[config.mk]
export PLATFORM = sky130hd
export DESIGN_NAME = ins_loader
export DESIGN_NICKNAME = d
export VERILOG_FILES = /design/src/rtl/ins_loader.sv
export SDC_FILE = /design/constraint.sdc
export NUM_CORES = 1
export LEC_CHECK = 0
export ABC_AREA = 0
export ABC_CLOCK_PERIOD_IN_PS = 4700
export CAP_MARGIN = 20
export CORE_UTILIZATION = 55
export DETAILED_ROUTE_END_ITERATION = 6
export PLACE_DENSITY = 0.91
export SLEW_MARGIN = 10
export SYNTH_ARGS = -nofsm -noshare
export SYNTH_HDL_FRONTEND = slang
export SYNTH_SLANG_ARGS = --single-unit
[constraint.sdc]
create_clock -name clk -period 4.7 [get_ports clk]
set_clock_uncertainty 0.05 [all_clocks]
set_input_delay 0.47 -clock clk [delete_from_list [all_inputs] [get_ports clk]]
set_output_delay 0.47 -clock clk [all_outputs]
set_load 0.01 [all_outputs]
[src/rtl/ins_loader.sv]
// Boot loader for the single-cycle MIPS core. It packs a big-endian byte stream into
// 32-bit words, writes them to instruction memory, and then releases the core from reset.
//
// state   | meaning
// IDLE    | after reset, core held, waiting for start
// COLLECT | accepting bytes of the current word
// WRITE   | one-cycle instruction memory write of the assembled word
// HOLD    | core still held for HOLD_CYC cycles after the last write
// RUN     | core released; a new start reloads the program
module ins_loader #(
  parameter int ADDR_W   = 5,
  parameter int DEPTH    = 32,
  parameter int HOLD_CYC = 4
) (
  input  logic              clk,
  input  logic              RST,
  input  logic              start,
  input  logic [5:0]        word_count,
  input  logic              byte_valid,
  input  logic [7:0]        byte_data,
  output logic              byte_ready,
  output logic              InsWrEN,
  output logic [ADDR_W-1:0] InsWrAddr,
  output logic [31:0]       InsDataIn,
  output logic              cpu_nRST,
  output logic              cpu_nclear,
  output logic              busy,
  output logic              done
);

  localparam int CNT_W  = $clog2(DEPTH + 1);
  localparam int HOLD_W = (HOLD_CYC > 1) ? $clog2(HOLD_CYC) : 1;

  typedef enum logic [2:0] {
    S_IDLE    = 3'd0,
    S_COLLECT = 3'd1,
    S_WRITE   = 3'd2,
    S_HOLD    = 3'd3,
    S_RUN     = 3'd4
  } state_t;

  state_t              state_q;
  logic [1:0]          byte_cnt_q;
  logic [CNT_W-1:0]    remaining_q;
  logic [ADDR_W-1:0]   addr_q;
  logic [HOLD_W-1:0]   hold_cnt_q;
  logic [31:0]         asm_q;

  logic                byte_ready_q;
  logic                wr_en_q;
  logic [ADDR_W-1:0]   wr_addr_q;
  logic [31:0]         wr_data_q;
  logic                cpu_nrst_q;
  logic                cpu_nclear_q;
  logic                busy_q;
  logic                done_q;

  logic [CNT_W-1:0]    n_d;
  logic [31:0]         asm_d;

  // Requests larger than the memory are clamped so the address can never wrap.
  always_comb begin
    n_d = CNT_W'(word_count);
    if (int'(word_count) > DEPTH) begin
      n_d = CNT_W'(DEPTH);
    end
  end

  always_comb begin
    asm_d = asm_q;
    case (byte_cnt_q)
      2'd0:    asm_d[31:24] = byte_data;
      2'd1:    asm_d[23:16] = byte_data;
      2'd2:    asm_d[15:8]  = byte_data;
      default: asm_d[7:0]   = byte_data;
    endcase
  end

  always_ff @(posedge clk) begin
    if (RST) begin
      state_q      <= S_IDLE;
      byte_cnt_q   <= '0;
      remaining_q  <= '0;
      addr_q       <= '0;
      hold_cnt_q   <= '0;
      asm_q        <= '0;
      byte_ready_q <= 1'b0;
      wr_en_q      <= 1'b0;
      wr_addr_q    <= '0;
      wr_data_q    <= '0;
      cpu_nrst_q   <= 1'b0;
      cpu_nclear_q <= 1'b0;
      busy_q       <= 1'b0;
      done_q       <= 1'b0;
    end else begin
      wr_en_q <= 1'b0;
      case (state_q)
        S_IDLE, S_RUN: begin
          if (start) begin
            cpu_nrst_q   <= 1'b0;
            cpu_nclear_q <= 1'b0;
            done_q       <= 1'b0;
            busy_q       <= 1'b1;
            addr_q       <= '0;
            byte_cnt_q   <= '0;
            remaining_q  <= n_d;
            if (n_d != '0) begin
              state_q      <= S_COLLECT;
              byte_ready_q <= 1'b1;
            end else begin
              state_q    <= S_HOLD;
              hold_cnt_q <= HOLD_W'(HOLD_CYC - 1);
            end
          end
        end

        S_COLLECT: begin
          if (byte_valid && byte_ready_q) begin
            asm_q      <= asm_d;
            byte_cnt_q <= byte_cnt_q + 2'd1;
            if (byte_cnt_q == 2'd3) begin
              state_q      <= S_WRITE;
              byte_ready_q <= 1'b0;
              wr_en_q      <= 1'b1;
              wr_addr_q    <= addr_q;
              wr_data_q    <= asm_d;
            end
          end
        end

        S_WRITE: begin
          addr_q      <= addr_q + ADDR_W'(1);
          remaining_q <= remaining_q - CNT_W'(1);
          if (remaining_q == CNT_W'(1)) begin
            state_q    <= S_HOLD;
            hold_cnt_q <= HOLD_W'(HOLD_CYC - 1);
          end else begin
            state_q      <= S_COLLECT;
            byte_ready_q <= 1'b1;
          end
        end

        S_HOLD: begin
          // Release reset and clear on the same edge that enters RUN.
          if (hold_cnt_q == '0) begin
            state_q      <= S_RUN;
            cpu_nrst_q   <= 1'b1;
            cpu_nclear_q <= 1'b1;
            done_q       <= 1'b1;
            busy_q       <= 1'b0;
          end else begin
            hold_cnt_q <= hold_cnt_q - HOLD_W'(1);
          end
        end

        default: state_q <= S_IDLE;
      endcase
    end
  end

  assign byte_ready = byte_ready_q;
  assign InsWrEN    = wr_en_q;
  assign InsWrAddr  = wr_addr_q;
  assign InsDataIn  = wr_data_q;
  assign cpu_nRST   = cpu_nrst_q;
  assign cpu_nclear = cpu_nclear_q;
  assign busy       = busy_q;
  assign done       = done_q;

endmodule

==> results by group <==
Yosys
  • Share of synthesized area occupied by flip-flops and latches: 0.468
  • Most instantiated library cell after synthesis: dfxtp_1
  • Biggest area consumer among synthesized cells: dfxtp_1
  • Synth warnings: 0
  • Distinct cell type count of the synthesized netlist: 46
  • Post-synth EDFFs: 0
  • Top cells by instance count after synthesis: 83 x dfxtp_1, 38 x a21oi_1, 30 x nand2_1, 29 x nand3_1
  • Post-synthesis cell count: 379
  • Syn Std Cell Area: ~3500 um^2
  • Area share of the leading cell type in the synthesized netlist: 0.468
  • Post-synth top flop: dfxtp_1
  • Synth area leaders: dfxtp_1 47%, mux2i_1 6.8%, o2bb2ai_1 5.9%
  • Synthesized flop and latch total: 83
  • Post-synth ARST share: 0
  • Syn avg cell area: 9.36 um^2
  • Post-Synthesis Net Count: 405

Run
  • Number of maximum-capacitance violations: 0

CTS
  • Clock sink count: 83
  • Clock-pin transition on the worst setup and hold timing paths: 0.08 ns
  • Number of buffers on the longest clock path: 2
  • Number of buffers created by CTS: 9
  • Post-cts gate resize count: 0
  • Number of H-tree branching levels: 3
  • Library cell used as clock root buffer: clkbuf_8
  • Number of hold-repair buffers added at the cts stage: 0
  • Clk Latency, worst-skew pair: 0.35 ns
  • Number of setup buffers added after CTS: 0
  • TritonCTS clock tree: built

Global route
  • Wire length of the first global-routing pass: 12800 um
  • Met1 usage: 0.343
  • Maximum number of pins on one net before global-route repair: 47
  • Routing usage on met2: 0.385
  • Number of global-route vias before repair: roughly 2700
  • Most Used Layer, Global Route: met2
  • Global router's overall resource usage: 0.252
  • GR Overflow Total: 0
  • Number of antenna violations at the first check in global routing: 0
  • Global routing usage on met3: 0.0462

Power
  • Power density cells: 319 nW/um^2
  • Worst VDD drop: 0.195 mV
  • Static leakage: 1.46 nW

Floorplan
  • Starting Density: 0.585
  • Area of the core region: 6060 um^2
  • Count of boundary I/O pins: 61
  • Die Y-Extent: 82.3 um
  • Die width: 82.3 um
  • Die footprint: 6780 um^2
  • Row Count: 28

Final layout
  • Synth-to-layout area growth: 20.7%
  • Post-route design area: 4280 um^2
  • Final #Nets: 442
  • Proportion of layout cells with a drive suffix above 1: 0.0618
  • Number of fill cells: 441
  • Ant diodes: 0
  • Area of the multi-input gates: 1660 um^2
  • Seq. cell area: 1660 um^2

Worst setup path
  • Data arrival at the endpoint of the critical path: just under 3 ns
  • Critical setup path kind: reg -> reg
  • Delay of the slowest cell on the worst path: 0.64 ns
  • Data required time of the critical path: a little under 5 ns
  • Cell with the biggest individual delay on the critical path: nor2b_2
  • CP max FO: 30
  • Kind of cell adding the most delay to the critical path: simple AND/OR/NAND/NOR gates
  • Cell-by-cell trace of the critical path: nor3b_4 > nor2b_2 > buf_6 > a21oi_2 > buf_4 > a22o_1
  • Type of element launching the critical path: flop
  • Critical path endpoint category: flop
  • Number of buffer and inverter instances along the worst setup path: 2

Timing
  • Shortest clock period the worst path allows after layout: 2.75 ns
  • Final critical-path share of the clock period: 0.584
  • Normalized max-slew margin: 0.483
  • Max-slew violation total from the final report: 0
  • Setup repair after global routing missed its margin: false
  • Tightest Pin Transition: 0.768 ns
  • Number of hold-slack violations in the final timing report: 0
  • F_max: between 300 and 400 MHz
  • Total negative setup slack: 0 ns
  • Setup violators final: 0

Hold path
  • Path type of the worst min-delay path: reg -> reg

Route
  • Via density per instance: 5.99
  • Total number of vias: 2972
  • Iteration count of the initial detailed-routing pass: 5
  • DR WL/cell: around 16 um
  • Final ANT Viol Nets: 0
  • Routed wire length: 7970 um
  • Violation count after the first detailed-routing iteration: 195
  • DRC violations left: 0

Placed design
  • Post-place instance area: a little over 4000 um^2
  • GPL Wtd Cong: 0.819
  • Number of buffers inserted by port buffering: 60
  • Post-detailed-placement half-perimeter wirelength: 5310 um

Run status
  • Outcome: completed
==> metal layers <==
metal  part of all wire  vias to the layer above  wire length [um]
met1               0.46                     1399              3670
met2               0.46                      111              3660
li1                   -                     1448                 -
met4              0.018                        0               145
met3              0.062                       14               493
met5                  0                        -                 0
==> registers in the layout, summed over array words and instances (netlist names) <==
register     flops
addr_q           5
busy             1
byte_cnt_q       2
remaining_q      6
asm_q           24
done             1
byte_ready       1
InsWrEN          1
hold_cnt_q       2
InsDataIn       32
InsWrAddr        5
state_q          3
==> layout make-up <==
cell class | instances | share of cell area
Multi-Input combinational cell | 246 | 0.387
Clock inverter | 5 | 0.0146
Sequential cell | 83 | 0.388
Inverter | 13 | 0.0114
Clock buffer | 11 | 0.0307
Timing Repair Buffer | 63 | 0.146
Tap cell | 75 | 0.0219
==> cells by family after synthesis <==
family / Yosys count / synth area share
mux: 25 / 0.0709
buf+inv: 50 / 0.0656
fa+ha+maj: 8 / 0.0282
compound gates: 116 / 0.228
flops: 83 / 0.468
simple gates: 97 / 0.139
==> worst min-delay path, delay by kind of cell, from the launching register on <==
family	cells	cell delay, ns
compound gates	1	0.05
flops	1	0.31
simple gates	1	0.05
==> cells in the final DEF (no fill, tap or decap), types with 9 or more instances in the layout <==
cell type        netlist  final
a22o_1                13     13
dfxtp_1               83     83
o21ai_0                9      9
clkbuf_8               0      9
clkdlybuf4s50_1        0     60
a21oi_1               38     38
inv_1                 12     12
nand3_1               29     29
o2bb2ai_1             24     24
nand2_1               30     30
nor2_1                15     15
mux2i_1               24     24
==> report_power, final <==
group,internal [mW],switching (mW)
sequential,0.714,0.0151
clock,0.249,0.261
combinational,0.0529,0.0739
total,1.02,0.350
==> stage by stage <==
step,hold slack [ns],setup slack (ns),cells,utilization,total power [mW]
after floorplan,0.386,3.05,379,-,0.829
after global placement,0.391,1.81,479,0.673,0.864
after detailed placement,0.396,1.70,479,0.673,0.869
after CTS,0.407,1.70,495,0.705,1.37
after global routing,0.421,1.81,496,0.706,1.41
final,0.406,1.95,496,0.706,1.37
==> path summary, 6_finish.rpt <==
path / cells after the start / start / slack (ns) / endpoint
max reg2reg: 6 / state_q[0] / 1.95 / InsWrAddr[2]
min: 2 / asm_q[11] / 0.41 / asm_q[11]
max: 6 / state_q[0] / 1.95 / InsWrAddr[2]
min reg2reg: 2 / asm_q[11] / 0.41 / asm_q[11]
No activity file was read; power rests on OpenSTA's default activity.
